`src/rtl/risc_prog_loader.sv`:
```
// risc_prog_loader: byte-serial boot loader that fills RISC instruction memory.
// Optional trailing checksum byte: define LOADER_CHECKSUM_EN.
module risc_prog_loader #(
   parameter int ADDR_W = 8
) (
   input  logic              clk,
   input  logic              reset,
   input  logic [7:0]        rx_data,
   input  logic              rx_valid,
   output logic              rx_ready,
   input  logic              load_req,
   output logic              imem_we,
   output logic [ADDR_W-1:0] imem_addr,
   output logic [15:0]       imem_wdata,
   output logic              core_reset,
   output logic              busy,
   output logic              error,
   output logic [ADDR_W:0]   words_loaded
);

   localparam int DEPTH = 1 << ADDR_W;

   typedef enum logic [2:0] {
      S_HDR_HI,
      S_HDR_LO,
      S_DATA_HI,
      S_DATA_LO,
`ifdef LOADER_CHECKSUM_EN
      S_CHK,
`endif
      S_DONE,
      S_ERROR
   } state_t;

`ifdef LOADER_CHECKSUM_EN
   localparam state_t S_END = S_CHK;
`else
   localparam state_t S_END = S_DONE;
`endif

   state_t            state, state_nxt;
   logic [15:0]       cnt_q, cnt_nxt;
   logic [7:0]        hi_q, hi_nxt;
   logic [ADDR_W:0]   wl_q, wl_nxt;
   logic [ADDR_W:0]   wl_inc;
   logic              we_q, we_nxt;
   logic [ADDR_W-1:0] addr_q, addr_nxt;
   logic [15:0]       wdata_q, wdata_nxt;
   logic              crst_q, crst_nxt;
   logic [15:0]       n_full;
   logic              accept;
`ifdef LOADER_CHECKSUM_EN
   logic [7:0]        acc_q, acc_nxt;
`endif

   assign busy   = (state != S_DONE) && (state != S_ERROR);
   assign error  = (state == S_ERROR);
   assign rx_ready = busy;
   assign accept = rx_valid && rx_ready;
   assign n_full = {cnt_q[15:8], rx_data};
   assign wl_inc = wl_q + 1'b1;

   assign imem_we      = we_q;
   assign imem_addr    = addr_q;
   assign imem_wdata   = wdata_q;
   assign core_reset   = crst_q;
   assign words_loaded = wl_q;

   always_ff @(posedge clk or negedge reset) begin
      if (!reset) begin
         state   <= S_HDR_HI;
         cnt_q   <= '0;
         hi_q    <= '0;
         wl_q    <= '0;
         we_q    <= 1'b0;
         addr_q  <= '0;
         wdata_q <= '0;
         crst_q  <= 1'b1;
`ifdef LOADER_CHECKSUM_EN
         acc_q   <= '0;
`endif
      end else begin
         state   <= state_nxt;
         cnt_q   <= cnt_nxt;
         hi_q    <= hi_nxt;
         wl_q    <= wl_nxt;
         we_q    <= we_nxt;
         addr_q  <= addr_nxt;
         wdata_q <= wdata_nxt;
         crst_q  <= crst_nxt;
`ifdef LOADER_CHECKSUM_EN
         acc_q   <= acc_nxt;
`endif
      end
   end

   always_comb begin
      state_nxt = state;
      cnt_nxt   = cnt_q;
      hi_nxt    = hi_q;
      wl_nxt    = wl_q;
      we_nxt    = 1'b0;
      addr_nxt  = addr_q;
      wdata_nxt = wdata_q;
      crst_nxt  = 1'b1;
`ifdef LOADER_CHECKSUM_EN
      acc_nxt   = acc_q;
      if (accept && state != S_CHK)
         acc_nxt = acc_q ^ rx_data;
`endif
      unique case (state)
         S_HDR_HI: begin
            if (accept) begin
               cnt_nxt[15:8] = rx_data;
               state_nxt     = S_HDR_LO;
            end
         end
         S_HDR_LO: begin
            if (accept) begin
               cnt_nxt = n_full;
               if (n_full == 16'd0)
                  state_nxt = S_END;
               else if ({1'b0, n_full} > 17'(DEPTH))
                  state_nxt = S_ERROR;
               else
                  state_nxt = S_DATA_HI;
            end
         end
         S_DATA_HI: begin
            if (accept) begin
               hi_nxt    = rx_data;
               state_nxt = S_DATA_LO;
            end
         end
         S_DATA_LO: begin
            if (accept) begin
               we_nxt    = 1'b1;
               addr_nxt  = wl_q[ADDR_W-1:0];
               wdata_nxt = {hi_q, rx_data};
               wl_nxt    = wl_inc;
               if (17'(wl_inc) == {1'b0, cnt_q})
                  state_nxt = S_END;
               else
                  state_nxt = S_DATA_HI;
            end
         end
`ifdef LOADER_CHECKSUM_EN
         S_CHK: begin
            if (accept)
               state_nxt = (rx_data == acc_q) ? S_DONE : S_ERROR;
         end
`endif
         S_DONE: begin
            // core leaves reset one edge after DONE, after the last write
            crst_nxt = 1'b0;
            if (load_req) begin
               state_nxt = S_HDR_HI;
               wl_nxt    = '0;
               crst_nxt  = 1'b1;
`ifdef LOADER_CHECKSUM_EN
               acc_nxt   = '0;
`endif
            end
         end
         S_ERROR: begin
            if (load_req) begin
               state_nxt = S_HDR_HI;
               wl_nxt    = '0;
`ifdef LOADER_CHECKSUM_EN
               acc_nxt   = '0;
`endif
            end
         end
         default: state_nxt = S_HDR_HI;
      endcase
   end

endmodule

```
`config.mk`:
```
export PLATFORM = sky130hd
export DESIGN_NAME = risc_prog_loader
export DESIGN_NICKNAME = d
export VERILOG_FILES = /design/src/rtl/risc_prog_loader.sv
export SDC_FILE = /design/constraint.sdc
export NUM_CORES = 1
export LEC_CHECK = 0
export ABC_CLOCK_PERIOD_IN_PS = 2200
export BUFFER_PORTS_ARGS = -buffer_cell sky130_fd_sc_hd__buf_2
export CORE_UTILIZATION = 53
export CTS_BUF_LIST = sky130_fd_sc_hd__clkbuf_4 sky130_fd_sc_hd__clkbuf_8 sky130_fd_sc_hd__clkbuf_16
export DETAILED_ROUTE_END_ITERATION = 8
export GPL_TIMING_DRIVEN = 1
export PLACE_DENSITY = 0.72
export SLEW_MARGIN = 0
export SYNTH_ARGS = -nofsm -noshare
export SYNTH_HDL_FRONTEND = slang
export SYNTH_SLANG_ARGS = --single-unit
```
`constraint.sdc`:
```
create_clock -name clk -period 2.2 [get_ports clk]
set_input_delay 0.11 -clock clk [delete_from_list [all_inputs] [get_ports clk]]
set_output_delay 0.11 -clock clk [all_outputs]
set_load 0.005 [all_outputs]
```
==> impl_metrics.yaml, run 1 <==
timing:
  skew_ns: 0.00532
  finalSetupTns_ns: 0
  worst_hold_slack_ns: 0.0408
  worst_slew_pin_slew_ns: 0.634
  fmax_ghz: 0.503
  setup_viol: 0
  rsz0062_at_grt: "no"
  period_share: 0.904
  slew_viol_final: 0
  fin_crit_ns: 1.99
  slew_headroom: 0.578
  setup_ws_ns: 0.211
  hold_viol: 0
detailed_routing:
  ant_nets: 0
  viasPerCell: 5.45
  routed_wirelength_um: 5960
  via_count: 2173
  post_drt_wl_per_cell_um: 14.9
  drc_errors: 0
  drtPass1Iterations: 4
  drt_iter0_markers: 102
worst_setup_path:
  crit_path_cell_trace: "ha_1, nand3_1, nor2_1, o32a_1, o2111ai_1, o31a_1"
  cp_max_fo: 8
  crit_path_top_delay_cell: "dfrtp_1"
  cp-start-kind: "register"
  worst-setup-path-type: "reg2reg"
  worst-endpoint-required_ns: 2.42
  arrival_ns: 2.21
  slowest_delay_ns: 0.50
  worstSetupEndpointType: "register"
die:
  die_h_um: 75.2
  die_width_um: 75.2
  num_rows: 26
  core_um2: 5140
  top_level_ports: 50
  fp.dieArea_um2: 5650
  initial_utilization: 0.552
finish:
  num_antenna_cells: 0
  drive_gt1_frac: 0.295
  finalNetCount: 338
  final_cells: 399
  syn_to_final_growth_pct: 19.5
  fillers: 425
  design_area_um2: 3390
cts:
  clk_latency_ns: 0.34
  htree_levels: 3
  cts.reportedPaths.clkPinSlew_ns: 0.07
  root_buffer: "clkbuf_8"
  cts_sinks: 62
  cts_tree: "done"
  cts_buffers: 9
  clock_path_buffers: 2
synth:
  synthFlopType: "dfrtp_1"
  ys_async_sr_fraction: 1.00
  synth-edff-count: 0
  seq_area_frac_synth: 0.547
  synth-seq-cells: 62
  syn_area_per_cell_um2: 10.4
  synth.top_cell.area_share: 0.538
  synthTopCellsByArea: "dfrtp_1 (54%), nand2_1 (10%), mux2_2 (6.7%), mux2_1 (2.4%), o21ai_1 (1.8%)"
  synth_nets: 285
  netlist_instances: 272
  yosys_warnings: 0
  synth_area_um2: 2840
  yosys.area.top_type: "dfrtp_1"
  netlist-cell-type-count: 49
global_route:
  grt_start_max_net_pins: 32
  grt_pass1_vias: 1959
  grt.overflow.total: 0
  grt_pass1_wl_um: 9540
  antenna_found_initial: 0
  grtUsageTotal: 0.233
job:
  cap_violations: 0
power:
  switching_share: 0.289
  internal_power_w: 0.00255
  power_density_nw_per_um2: 1060
  pwr-share-comb: 0.221
  p_leak_nw: 1.72
  p_sw_w: 0.00104
  clockPowerShare: 0.310
  seqPwrFrac: 0.469
  peakVddDrop_uv: 742
worst_hold_path:
  min_path_type: "in2reg"
status:
  status: "finished clean"
place:
  port-buffer-count: 49
  dp_worst_setup_slack_ns: 0.254
  placed_area_um2: 3160
  dp.cells: 383
  hpwl_um: 4220
  gp_congestion: 0.887
[timing repair]
action                                 in CTS  in global routing
setup buffers                               0                  0
gates resized for setup                     0                  0
hold buffers                                1                  0
endpoints found under the hold margin      25                  0
[stage by stage]
stage	total power [W]	utilization
after global placement	0.00247	0.615
final	0.00359	0.660
after CTS	0.00362	0.660
after floorplan	0.00222	-
after global routing	0.00379	0.660
after detailed placement	0.00251	0.615
[worst paths after layout]
kind | slack [ns] | end | cells after the start | start
worst min-delay path | 0.04 | imem_wdata[0]$_DFFE_PN0P_ | 3 | rx_data[0]
worst max-delay path | 0.21 | state[1]$_DFFE_PN0P_ | 6 | words_loaded[0]$_DFFE_PN0P_
worst max register to register | 0.21 | state[1]$_DFFE_PN0P_ | 6 | words_loaded[0]$_DFFE_PN0P_
max in group asynchronous | 1.18 | cnt_q[0]$_DFFE_PN0P_ | 3 | reset
min in group asynchronous | 0.33 | words_loaded[6]$_DFFE_PN0P_ | 2 | reset
worst min register to register | 0.47 | imem_addr[2]$_DFFE_PN0P_ | 2 | imem_addr[2]$_DFFE_PN0P_
[state kept, by name, summed over array words and instances, names as in the netlist]
register and count:
core_reset 1, imem_addr 8, imem_we 1, hi_q 8, words_loaded 9, state 3, cnt_q 16, imem_wdata 16
[cell usage in the layout, fill, tap and decap left out, types with 3 or more instances in the layout]
cell type  Yosys  routed
nand2_1       76      76
o31ai_1        3       3
a21oi_1        6       6
buf_2          9      49
mux2_1         6       6
xnor2_1        5       5
buf_4          1       5
clkbuf_8       0      11
inv_1          5       5
nand3_1        5       5
nor2_1        13      13
o21ai_1       10      10
xor2_1         5       5
o41ai_1        3       3
dfrtp_1       61      61
nand4_1        3       3
mux2_2        17      17
[power groups by stage]
stage               clock (W)  sequential, W  combinational, W
detailed placement          0        0.00170          0.000801
global route          0.00117        0.00172          0.000892
floorplan                   0        0.00162          0.000600
CTS                   0.00113        0.00168          0.000806
global placement            0        0.00169          0.000779
finish                0.00111        0.00168          0.000792
[synthesized netlist by cell type, types with 3 or more instances]
master / n
o41ai_1: 3
inv_1: 5
nand3_1: 5
buf_1: 3
xor2_1: 5
o21ai_1: 10
dfrtp_1: 61
a21oi_1: 6
xnor2_1: 5
mux2_2: 17
nand4_1: 3
o31ai_1: 3
buf_2: 9
nor2_1: 13
nand2_1: 76
mux2_1: 6
[worst max-delay path: cells and delay by family, from the launching register on]
| kind | cells | cell delay [ns] |
|---|---|---|
| AO/OA/AOI/OAI | 3 | 0.63 |
| flip-flops | 1 | 0.50 |
| AND/OR/NAND/NOR | 2 | 0.40 |
| adder cells (fa/ha/maj) | 1 | 0.34 |
[cell type report]
class,count,area [um2],share of cell area
Clock inverter,4,70.1,0.0206
Sequential cell,62,1550,0.458
Multi-Input combinational cell,189,1190,0.351
Clock buffer,11,151,0.0446
Timing Repair Buffer,56,313,0.0922
Tap cell,70,87.6,0.0258
Inverter,7,26.3,0.00774
[cells by family after synthesis]
kind of cell | share of synthesized area
AND/OR/NAND/NOR | 0.198
flip-flops | 0.547
AO/OA/AOI/OAI | 0.0956
multiplexers | 0.0912
buffers and inverters | 0.0331
XOR/XNOR | 0.0308
adder cells (fa/ha/maj) | 0.00441
[per-layer routing]
| metal | wire length, um | up-vias | track usage |
|---|---|---|---|
| met1 | 2810 | 1070 | 0.306 |
| met5 | 0 | - | 0 |
| met3 | 231 | 8 | 0.0482 |
| met2 | 2840 | 50 | 0.373 |
| li1 | - | 1045 | - |
| met4 | 80 | 0 | 0.109 |
Power figures use the tool's default switching activity.
==> run 2: changes to the inputs <==
Settings changed: ABC_AREA set to 1, ABC_CLOCK_PERIOD_IN_PS 2200 to 1740, CELL_PAD_IN_SITES_DETAIL_PLACEMENT set to 1, CELL_PAD_IN_SITES_GLOBAL_PLACEMENT set to 1, CORE_UTILIZATION 53 to 37, PLACE_DENSITY 0.72 to 0.71.
Clock period 2.2 ns to 1.74 ns, I/O delays scaled along.
==> run 2 against run 1 <==
  * Non-clock buffer count grew 11
  * Largest cell class unchanged
  * Flip-flop and latch count stayed put
  * Critical path type unchanged
  * Global-route usage decreased by 2.4 points
  * Clock skew is 0.00063 ns higher
  * Power rose by 37%
  * Worst hold slack improved by 0.034 ns
  * Combinational power rose by 81%
  * Die area up 41%
  * Critical endpoint unchanged
==> impl_metrics.yaml, run 2 <==
status:
  status: "finished clean"
synth:
  syn_area_per_cell_um2: 8.34
  synthFlopType: "dfrtp_1"
  yosys.area.top_type: "dfrtp_1"
  synth-edff-count: 0
  netlist-cell-type-count: 28
  synthTopCellsByArea: "dfrtp_1 (54%), nand2_1 (16%), o21ai_0 (5.3%), inv_1 (4.4%), nand3_1 (3.6%)"
  synth_area_um2: 2810
  netlist_instances: 337
  synth-seq-cells: 62
  ys_async_sr_fraction: 1.00
  synth.most_common_cell: "nand2_1"
  yosys_warnings: 0
  synth_nets: 350
  synthTopCellsByCount: "nand2_1 (118), dfrtp_1 (61), inv_1 (33)"
  synth.top_cell.area_share: 0.543
  seq_area_frac_synth: 0.553
finish:
  num_antenna_cells: 0
  syn_to_final_growth_pct: 25.2
  design_area_um2: 3520
  finalNetCount: 418
  layout_commonest_cell: "nand2_1"
  drive_gt1_frac: 0.251
  fillers: 911
  fin_util: 0.482
  final_cells: 509
  layout_common_cells: "nand2_1 (117), dfrtp_1 (60), buf_2 (49)"
worst_setup_path:
  cp_max_fo: 2
  worstSetupEndpointType: "register"
  cp-start-kind: "register"
  crit_path_top_delay_cell: "dfrtp_1"
  critical_path.top_delay_family: "simple AND/OR/NAND/NOR gates"
  crit_path_cell_trace: "ha_4, inv_1, nand2_1, nand2_1, nor2_1, nand2_1, nor2_1, nand3_1, nor2_2, nand3_1, nand2_1, nand2_1, nand2_1, nand2_1"
  worst-setup-path-type: "reg2reg"
  cpMostUsedCell: "nand2_1"
  worst-endpoint-required_ns: 1.97
  arrival_ns: 1.92
  cp_num_buf_inv: 1
  slowest_delay_ns: 0.43
detailed_routing:
  drt_iter0_markers: 62
  drtPass1Iterations: 4
  post_drt_wl_per_cell_um: 14.8
  drc_errors: 0
  routed_wirelength_um: 7530
  viasPerCell: 4.82
  via_count: 2451
  ant_nets: 0
timing:
  fmax_ghz: 0.591
  worst_slew_pin_slew_ns: 0.488
  slew_headroom: 0.674
  rsz0062_at_grt: "yes"
  setup_viol: 0
  fin_crit_ns: 1.69
  worst_hold_slack_ns: 0.0745
  period_share: 0.973
  hold_viol: 0
  skew_ns: 0.00596
  slew_viol_final: 0
cts:
  clk_latency_ns: 0.34
  cts.reportedPaths.clkPinSlew_ns: 0.07
  cts_buffers: 9
  cts_tree: "done"
  clock_path_buffers: 2
  root_buffer: "clkbuf_8"
  cts_sinks: 62
  htree_levels: 3
power:
  power_density_nw_per_um2: 1400
  peakVddDrop_uv: 884
  p_leak_nw: 1.80
place:
  hpwl_um: 5380
  dp.cells: 488
  port-buffer-count: 49
  placed_area_um2: 3220
  gp_congestion: 0.796
job:
  cap_violations: 0
global_route:
  grt_start_max_net_pins: 45
  grt_pass1_vias: 2472
  antenna_found_initial: 0
  grt.overflow.total: 0
  grt_pass1_wl_um: 12200
  grtUsageTotal: 0.209
die:
  fp.dieArea_um2: 7950
  die_h_um: 89.2
  top_level_ports: 50
  num_rows: 31
  core_um2: 7290
  initial_utilization: 0.385
  die_width_um: 89.2
worst_hold_path:
  min_path_type: "in2reg"
==> run 2: cell types whose count changed after synthesis, moves of 6 or more <==
cell / delta
nand2_1: +42
inv_1: +28
o21ai_0: +28
mux2_2: -17
nand3_1: +15
buf_2: -6
mux2_1: -6
o21ai_1: +6
==> run 2: layout make-up <==
| cell class | instances | area [um2] | share of cell area |
|---|---|---|---|
| Timing Repair Buffer | 67 | 418 | 0.119 |
| Tap cell | 99 | 124 | 0.0352 |
| Sequential cell | 62 | 1550 | 0.442 |
| Multi-Input combinational cell | 229 | 1090 | 0.311 |
| Inverter | 36 | 139 | 0.0395 |
| Clock inverter | 3 | 17.5 | 0.00498 |
| Clock buffer | 13 | 173 | 0.0491 |
==> run 2: tightest hold or removal path, stage by stage <==
cell and delay, ns:
buf_2 0.07, inv_1 0.07, o21ai_1 0.14
==> run 2: final timing paths <==
check                                             from                           to  slack [ns]  cells past startpoint
min                                         rx_data[2]    imem_wdata[2]$_DFFE_PN0P_        0.07                      3
min in group asynchronous                        reset  words_loaded[5]$_DFFE_PN0P_        0.23                      2
max                        words_loaded[0]$_DFFE_PN0P_         state[1]$_DFFE_PN0P_        0.05                     14
min reg2reg                  imem_wdata[8]$_DFFE_PN0P_    imem_wdata[8]$_DFFE_PN0P_        0.47                      2
max reg2reg                words_loaded[0]$_DFFE_PN0P_         state[1]$_DFFE_PN0P_        0.05                     14
max in group asynchronous                        reset        cnt_q[15]$_DFFE_PN0P_        0.91                      3
==> run 2: where the power goes <==
group / switching, W / internal [W]
Clock: 0.000561 / 0.000645
Sequential: 0.000320 / 0.00196
Combinational: 0.000803 / 0.000629
Total: 0.00168 / 0.00324
==> run 2: per-stage QoR <==
step | setup WS (ns) | total power (W) | setup TNS, ns
global placement | 0.0466 | 0.00360 | 0
detailed placement | 0.00269 | 0.00368 | 0
global route | -0.149 | 0.00533 | -0.202
CTS | 0.0271 | 0.00490 | 0
floorplan | 0.120 | 0.00308 | 0
finish | 0.0472 | 0.00492 | 0
==> run 2: repair_timing <==
item,CTS,global route
gates resized for setup,1,12
hold endpoints to repair,18,0
pin swaps,0,1
buffers inserted,0,3
endpoints found under the setup margin,1,20
hold buffers,2,0
==> run 2: kinds of logic after synthesis <==
logic type                 count (synthesis)  share of synthesized area
AOI/OAI and AO/OA                         54                      0.103
xor gates and xnor gates                   1                    0.00312
adders and majority gates                  1                    0.00445
buffers and inverters                     46                     0.0721
DFF                                       62                      0.553
muxes                                      1                    0.00356
and+or+nand+nor                          172                      0.261
==> run 2: routing by layer <==
metal	global-route usage	wire, um	vias to the layer above
li1	-	-	1213
met1	0.265	3480	1183
met2	0.348	3660	44
met3	0.0628	248	11
met4	0.0592	141	0
met5	0	0	-
